==> config.mk <==
export PLATFORM = sky130hd
export DESIGN_NAME = serial_pattern_feeder
export DESIGN_NICKNAME = d
export VERILOG_FILES = /design/src/rtl/serial_pattern_feeder.sv
export SDC_FILE = /design/constraint.sdc
export NUM_CORES = 1
export LEC_CHECK = 0
export CELL_PAD_IN_SITES_DETAIL_PLACEMENT = 0
export CELL_PAD_IN_SITES_GLOBAL_PLACEMENT = 2
export CORE_MARGIN = 1.5
export CORE_UTILIZATION = 36
export DETAILED_ROUTE_END_ITERATION = 8
export PLACE_DENSITY_LB_ADDON = 0.15
export SETUP_SLACK_MARGIN = 0.15
export SYNTH_ARGS = -nofsm -noshare
export SYNTH_HDL_FRONTEND = slang
export SYNTH_SLANG_ARGS = --single-unit
==> constraint.sdc <==
create_clock -name clk -period 3.1 [get_ports clk]
set_input_delay 0.62 -clock clk [delete_from_list [all_inputs] [get_ports clk]]
set_output_delay 0.62 -clock clk [all_outputs]
set_load 0.01 [all_outputs]
==> src/rtl/serial_pattern_feeder.sv <==
// rtl/serial_pattern_feeder.sv - MSB-first serial stimulus shifter with per-bit hold and strobe.
// Optional SERIAL_FEEDER_LOOP_EN: repeat frames back-to-back from the shadow register.
module serial_pattern_feeder #(
  parameter int WIDTH = 8,
  parameter int DIV   = 4
) (
  input  logic                       clk,
  input  logic                       reset,
  input  logic                       load,
  input  logic [WIDTH-1:0]           din,
  input  logic                       start,
  output logic                       w,
  output logic                       bit_tick,
  output logic                       busy,
  output logic                       done,
  output logic [$clog2(WIDTH+1)-1:0] bits_left
);

  localparam int PW  = (DIV > 1) ? $clog2(DIV) : 1;
  localparam int BLW = $clog2(WIDTH + 1);
  localparam logic [PW-1:0]  PRE_MAX = PW'(DIV - 1);
  localparam logic [BLW-1:0] BL_FULL = BLW'(WIDTH);

  typedef enum logic [1:0] {IDLE, SHIFT, DONE} state_t;

  state_t           r_state;
  state_t           w_state_nxt;
  logic [WIDTH-1:0] r_shadow;
  logic [WIDTH-1:0] r_shift;
  logic [PW-1:0]    r_pre;
  logic [BLW-1:0]   r_bits_left;
  logic             r_w;
  logic             r_busy;
  logic             r_done;

  logic             w_tick;
  logic             w_last;
  logic [WIDTH-1:0] w_pattern;
  logic [WIDTH-1:0] w_shift_nxt;

  assign w_tick      = (r_state == SHIFT) && (r_pre == PRE_MAX);
  assign w_last      = w_tick && (r_bits_left == BLW'(1));
  // A load on the same edge as start bypasses the shadow so the new word goes out at once.
  assign w_pattern   = load ? din : r_shadow;
  assign w_shift_nxt = r_shift << 1;

  assign w         = r_w;
  assign bit_tick  = w_tick;
  assign busy      = r_busy;
  assign done      = r_done;
  assign bits_left = r_bits_left;

  always_ff @(posedge clk or posedge reset) begin
    if (reset) r_state <= IDLE;
    else       r_state <= w_state_nxt;
  end

  always_comb begin
    w_state_nxt = r_state;
    case (r_state)
      IDLE: if (start) w_state_nxt = SHIFT;
`ifdef SERIAL_FEEDER_LOOP_EN
      SHIFT: if (start) w_state_nxt = IDLE;
`else
      SHIFT: if (w_last) w_state_nxt = DONE;
`endif
      DONE:    w_state_nxt = IDLE;
      default: w_state_nxt = IDLE;
    endcase
  end

  always_ff @(posedge clk or posedge reset) begin
    if (reset) begin
      r_shadow    <= '0;
      r_shift     <= '0;
      r_pre       <= '0;
      r_bits_left <= '0;
      r_w         <= 1'b0;
      r_busy      <= 1'b0;
      r_done      <= 1'b0;
    end else begin
      r_done <= 1'b0;
      if (load) r_shadow <= din;
      case (r_state)
        IDLE: begin
          if (start) begin
            r_shift     <= w_pattern;
            r_bits_left <= BL_FULL;
            r_pre       <= '0;
            r_busy      <= 1'b1;
            r_w         <= w_pattern[WIDTH-1];
          end
        end
        SHIFT: begin
`ifdef SERIAL_FEEDER_LOOP_EN
          if (start) begin
            r_pre       <= '0;
            r_bits_left <= '0;
            r_w         <= 1'b0;
            r_busy      <= 1'b0;
          end else
`endif
          if (w_tick) begin
            r_pre <= '0;
            if (w_last) begin
              r_done <= 1'b1;
`ifdef SERIAL_FEEDER_LOOP_EN
              // Reload from shadow so loads made during the frame take effect without a gap.
              r_shift     <= r_shadow;
              r_bits_left <= BL_FULL;
              r_w         <= r_shadow[WIDTH-1];
`else
              r_shift     <= w_shift_nxt;
              r_bits_left <= '0;
              r_w         <= 1'b0;
              r_busy      <= 1'b0;
`endif
            end else begin
              r_shift     <= w_shift_nxt;
              r_bits_left <= r_bits_left - BLW'(1);
              r_w         <= w_shift_nxt[WIDTH-1];
            end
          end else begin
            r_pre <= r_pre + PW'(1);
          end
        end
        default: ;
      endcase
    end
  end

endmodule

## Word-level counts from Yosys, hierarchy flattened

Index checks and enable logic that the tools add are counted.

- Input bits: 12
- Output and inout bits: 8
- Bits in registers: 26

- Eq/ne operators: 6
- Mux-type cells: 25
- $add $sub $neg: 2
- Reductions and logical operators: 8

Operator list:

| operator | number |
|---|---|
| 2-to-1 mux 7 bit | 2 |
| one-hot mux 7 bit (2 select lines) | 1 |
| 2-to-1 mux 4 bit | 3 |
| 2-to-1 mux 1 bit | 9 |
| 2-to-1 mux 2 bit | 4 |
| 2-to-1 mux 8 bit | 1 |
| one-hot mux 2 bit (2 select lines) | 2 |
| one-hot mux 4 bit (2 select lines) | 1 |
| != test 2 bit, second input constant | 3 |
| equality test 4 x 1 -> 1 bit, second input constant | 1 |
| one-hot mux 1 bit (2 select lines) | 2 |
| AND reduction 2 bit | 2 |
| AND reduction 4 bit | 1 |
| subtractor 4 x 1 -> 4 bit, second input constant | 1 |
| AND reduction 3 bit | 1 |
| adder 2 x 1 -> 2 bit, second input constant | 1 |
| equality test 2 x 1 -> 1 bit, second input constant | 1 |
| equality test 2 bit, second input constant | 1 |
| logical AND 1 bit | 2 |
| logical NOT 2 bit | 1 |
| nonzero test 2 bit | 1 |

## Logic depth before layout (Yosys ltp)

- Depth in word-level cells: 6
- Depth in mapped cells: 5
- Mapped depth without buffers: 5

## Worst setup path after synthesis

OpenSTA, ideal clock, no wires.

- Path type: in2reg
- Start point: in load
- End point: reg r_w, in the netlist w
- Library setup time: 0.125 ns
- Cell stages on the path: 4
- Required time: 2.975 ns
- Path buffers: 1
- Arrival: 1.490 ns
- Path slack: 1.485 ns
- Cells stage by stage: buf_2 mux2_2 o2bb2ai_1 mux2_2

- Longest elaborated chain between the ends: 3

Ends and longest elaborated chain:

| element | RTL line | text |
|---|---|---|
| start, declared | 9 | `input logic load,` |
| 2-to-1 mux 8 bit | n/a |  |
| via w_pattern[7] | 38 | `logic [WIDTH-1:0] w_pattern;` |
| 2-to-1 mux 1 bit | 86 | `if (start) begin` |
| one-hot mux 1 bit (2 select lines) | 84 | `case (r_state)` |
| end signal, assigned | 91 | `r_w <= w_pattern[WIDTH-1];` |
| end signal, assigned | 121 | `r_w <= w_shift_nxt[WIDTH-1];` |
| end, declared | 32 | `logic r_w;` |

The timed path passes the listed nets, and every way through them passes these cells. The select of a mux whose other input is x is not followed.
A chain may end at the register's enable or synchronous reset.

## Final worst setup path

- Start point: reg r_state[0]
- End point: out bit_tick

- Longest elaborated chain between the ends: 2

Ends and longest elaborated chain:

| element | RTL line | text |
|---|---|---|
| start, declared | 26 | `state_t r_state;` |
| start signal, assigned | 55 | `else r_state <= w_state_nxt;` |
| equality test 2 x 1 -> 1 bit | 41 | `assign w_tick = (r_state == SHIFT) && (r_pre == PRE_MAX);` |
| logical AND 1 bit | 41 |  |
| end, declared | 13 | `output logic bit_tick,` |

Every way passes these cells.

==> flow_metrics.tcl <==
set metrics [dict create \
    postSynthAreaPerCell_um2 10.98 \
    antenna_found_initial 0 \
    fin_crit_sh 0.7787 \
    crit_family "flip-flops" \
    synthesis.nets 127 \
    synth_cell_type_count 30 \
    power.total_mw 1.259 \
    cp.required_ps 2480 \
    p_comb_frac 0.470 \
    p_int_mw 0.7972 \
    async_flop_share 1.000 \
    worst-setup-path-type "reg -> out" \
    routedWlPerCell_um 14.08 \
    crit_arrival_ps 1790 \
    drt-vias-per-instance 5.074 \
    drv_slew 0 \
    clk_latency_ps 310 \
    cp_slowest_cell "dfrtp_1" \
    overflow 0 \
    hpwlAfterDp_um 1737 \
    final_nets 147 \
    worstPathCellList "nor2b_1 -> and2_1 -> clkdlybuf4s50_1" \
    timing.fmax_ghz 0.4143 \
    root_buffer "clkbuf_4" \
    cp.buffers_inverters 1 \
    p_sw_frac 0.3668 \
    cts_buffers 3 \
    drc 0 \
    grt_max_degree 27 \
    cp_max_fo 11 \
    netSwitchingPower_mw 0.4619 \
    ios 20 \
    postPlaceCellArea_um2 1471 \
    n_antenna_cell 0 \
    ys_warn_count 0 \
    rsz0062_at_grt "no" \
    synth-seq-cells 26 \
    gp_congestion 0.6703 \
    fin_setup_tns_ps 0 \
    worstMarginPinSlew_ps 448.5 \
    hp-start "r_shadow[6]$_DFF_PP0_" \
    p_per_area_nw_per_um2 842.8 \
    fp.dieH_um 61.45 \
    drt_wl_total_um 2478 \
    slew_headroom 0.7010 \
    drive_gt1_frac 0.1462 \
    vias 893 \
    initial_core_util 0.3715 \
    max-vdd-ir-drop_mv 0.3373 \
    fillCellCount 341 \
    multi_input_area_um2 531.8 \
    dr.pass1.iters 4 \
    drt_iter0_drc 17 \
    hold_depth 1 \
    grtUsageTotal 0.1522 \
    holdCritPathClass "reg -> reg" \
    fin_crit_ps 2414 \
    grt_pass1_wl_um 4209 \
    syn_to_final_growth_pct 21.46 \
    dieArea_um2 3776 \
    final_core_util 0.4512 \
    drv_cap 0 \
    clkPwrFrac 0.110 \
    critPathCaptureType "output port" \
    timing.rr.start "r_state[1]$_DFFE_PP0P_" \
    cts_tree "yes" \
    synth_edf_count 0 \
    fin_skew_ps 2.119 \
    r2r_slack_ps 1300 \
    std_cell_rows 21 \
    netlist_instances 112 \
    final_cell_area_um2 1494 \
    hold-path-endpoint "r_shadow[6]$_DFF_PP0_" \
    ys_seq_area_frac 0.5290 \
    cts.sinks 26 \
    coreArea_um2 3311 \
    post_cts_buffers 0 \
    critPathMaxStageDelay_ps 610 \
    cts_htree_levels 1 \
    p_leak_nw 0.6171 \
    hold_buffers 0 \
    antenna_left 0 \
    worst_slack_ps 686.1 \
    path_clk_slew_ps 130 \
    clockBufferDepth 2 \
    synth_area_um2 1230 \
    grt_pass1_vias 878 \
    synth_ff_type "dfrtp_1" \
    reg2reg_depth 4 \
    die_x_um 61.45 \
    critPathLaunchType "register" \
    p_seq_frac 0.420 \
    regArea_um2 650.6 \
    place_ws_ps 904.3 \
    post_cts_resized 0 \
    finalHoldViolCount 0 \
    run_status "finished, final reports clean" \
    setup-violations-final 0 \
    io_buffers 19 \
    r2r-end "bits_left[2]$_DFFE_PP0P_" \
]
==> sequential cells by signal, indices dropped and copies added, names as in the netlist <==
name / cells
r_shadow: 8
r_shift: 7
bits_left: 4
r_pre: 2
r_state: 2
busy: 1
done: 1
w: 1
==> layer usage <==
layer / vias up / track usage / share of wire
li1: 436 / - / -
met1: 432 / 0.2281 / 0.50
met2: 23 / 0.2234 / 0.44
met3: 2 / 0.02941 / 0.046
met4: 0 / 0.04559 / 0.0077
met5: - / 0 / 0
==> worst register-to-register path: cells and delay by family, from the launching register on <==
| kind | cells | cell delay, ps |
|---|---|---|
| buf+inv | 1 | 210 |
| simple gates | 2 | 970 |
| compound gates | 1 | 150 |
| flops | 1 | 400 |
==> power groups by stage <==
stage               combinational [mW]  sequential [mW]  clock [mW]
floorplan                        0.406            0.521           0
global placement                 0.591            0.533           0
detailed placement               0.600            0.534           0
CTS                              0.603            0.530       0.149
global route                     0.675            0.548       0.163
finish                           0.591            0.529       0.139
==> cell usage in the layout (no fill, tap or decap), drive strengths merged <==
cell           synthesis  layout
o21bai                 1       1
a22o                   2       2
ha                     3       3
nand3b                 1       1
nor2b                  3       3
or4                    1       1
nor2                  16      16
nand2b                 2       2
clkdlybuf4s50          0      19
mux2                   9       9
mux2i                  1       1
or3                    1       1
nand4bb                1       1
o22ai                  1       1
and2b                  1       1
nor3b                  1       1
o31ai                  4       4
inv                    3       3
and4bb                 1       1
nand2                  1       1
buf                    5       4
o2bb2ai                1       1
dfrtp                 26      26
clkbuf                 3       3
o21ai                 13      13
a21oi                  2       2
and2                   1       1
o31a                   1       1
or2b                   1       1
o41ai                  6       6
==> metrics by stage <==
step / hold WS, ps / std cells
global route: 538.0 / 176
floorplan: 461.1 / 112
CTS: 520.7 / 176
detailed placement: 488.0 / 173
global placement: 480.8 / 173
finish: 514.9 / 176
==> worst max path at each step <==
stage	start	cells after the start	slack, ps	to
after floorplan	load	4	1490	w$_DFFE_PP0P_
after global placement	load	4	950	w$_DFFE_PP0P_
after detailed placement	load	4	900	w$_DFFE_PP0P_
after CTS	r_state[0]$_DFFE_PP0P_	3	670	bit_tick
after global routing	r_state[0]$_DFFE_PP0P_	3	560	bit_tick
final	r_state[0]$_DFFE_PP0P_	3	690	bit_tick
==> logic make-up after synthesis <==
family                   count (synthesis)  share of synthesized area
buffers and inverters                   11                    0.03865
flip-flops                              26                     0.5290
multiplexers                            10                    0.09359
AO/OA/AOI/OAI                           31                     0.1679
AND/OR/NAND/NOR                         31                     0.1404
adder cells (fa/ha/maj)                  3                    0.03052
==> area by class of cell <==
| class | instances | share of cell area |
|---|---|---|
| clock buffers | 3 | 0.01508 |
| flip-flops and latches | 26 | 0.4355 |
| well taps | 46 | 0.03853 |
| inverters | 3 | 0.007538 |
| multi-input cells | 75 | 0.3559 |
| repair buffers | 23 | 0.1474 |
==> synth_stat cells, types with 2 or more instances <==
cell,instances,area [um^2]
dfrtp_1,26,650.6
nor2_1,16,60.06
o21ai_0,11,55.05
mux2_2,9,101.4
o41ai_1,6,52.55
buf_2,5,25.02
o31ai_1,4,30.03
clkbuf_1,3,11.26
ha_1,3,37.54
inv_1,3,11.26
nor2b_1,3,18.77
a21oi_1,2,10.01
a22o_1,2,17.52
nand2b_1,2,12.51
o21ai_1,2,10.01
Note: power is estimated with default switching activity, not from simulation.
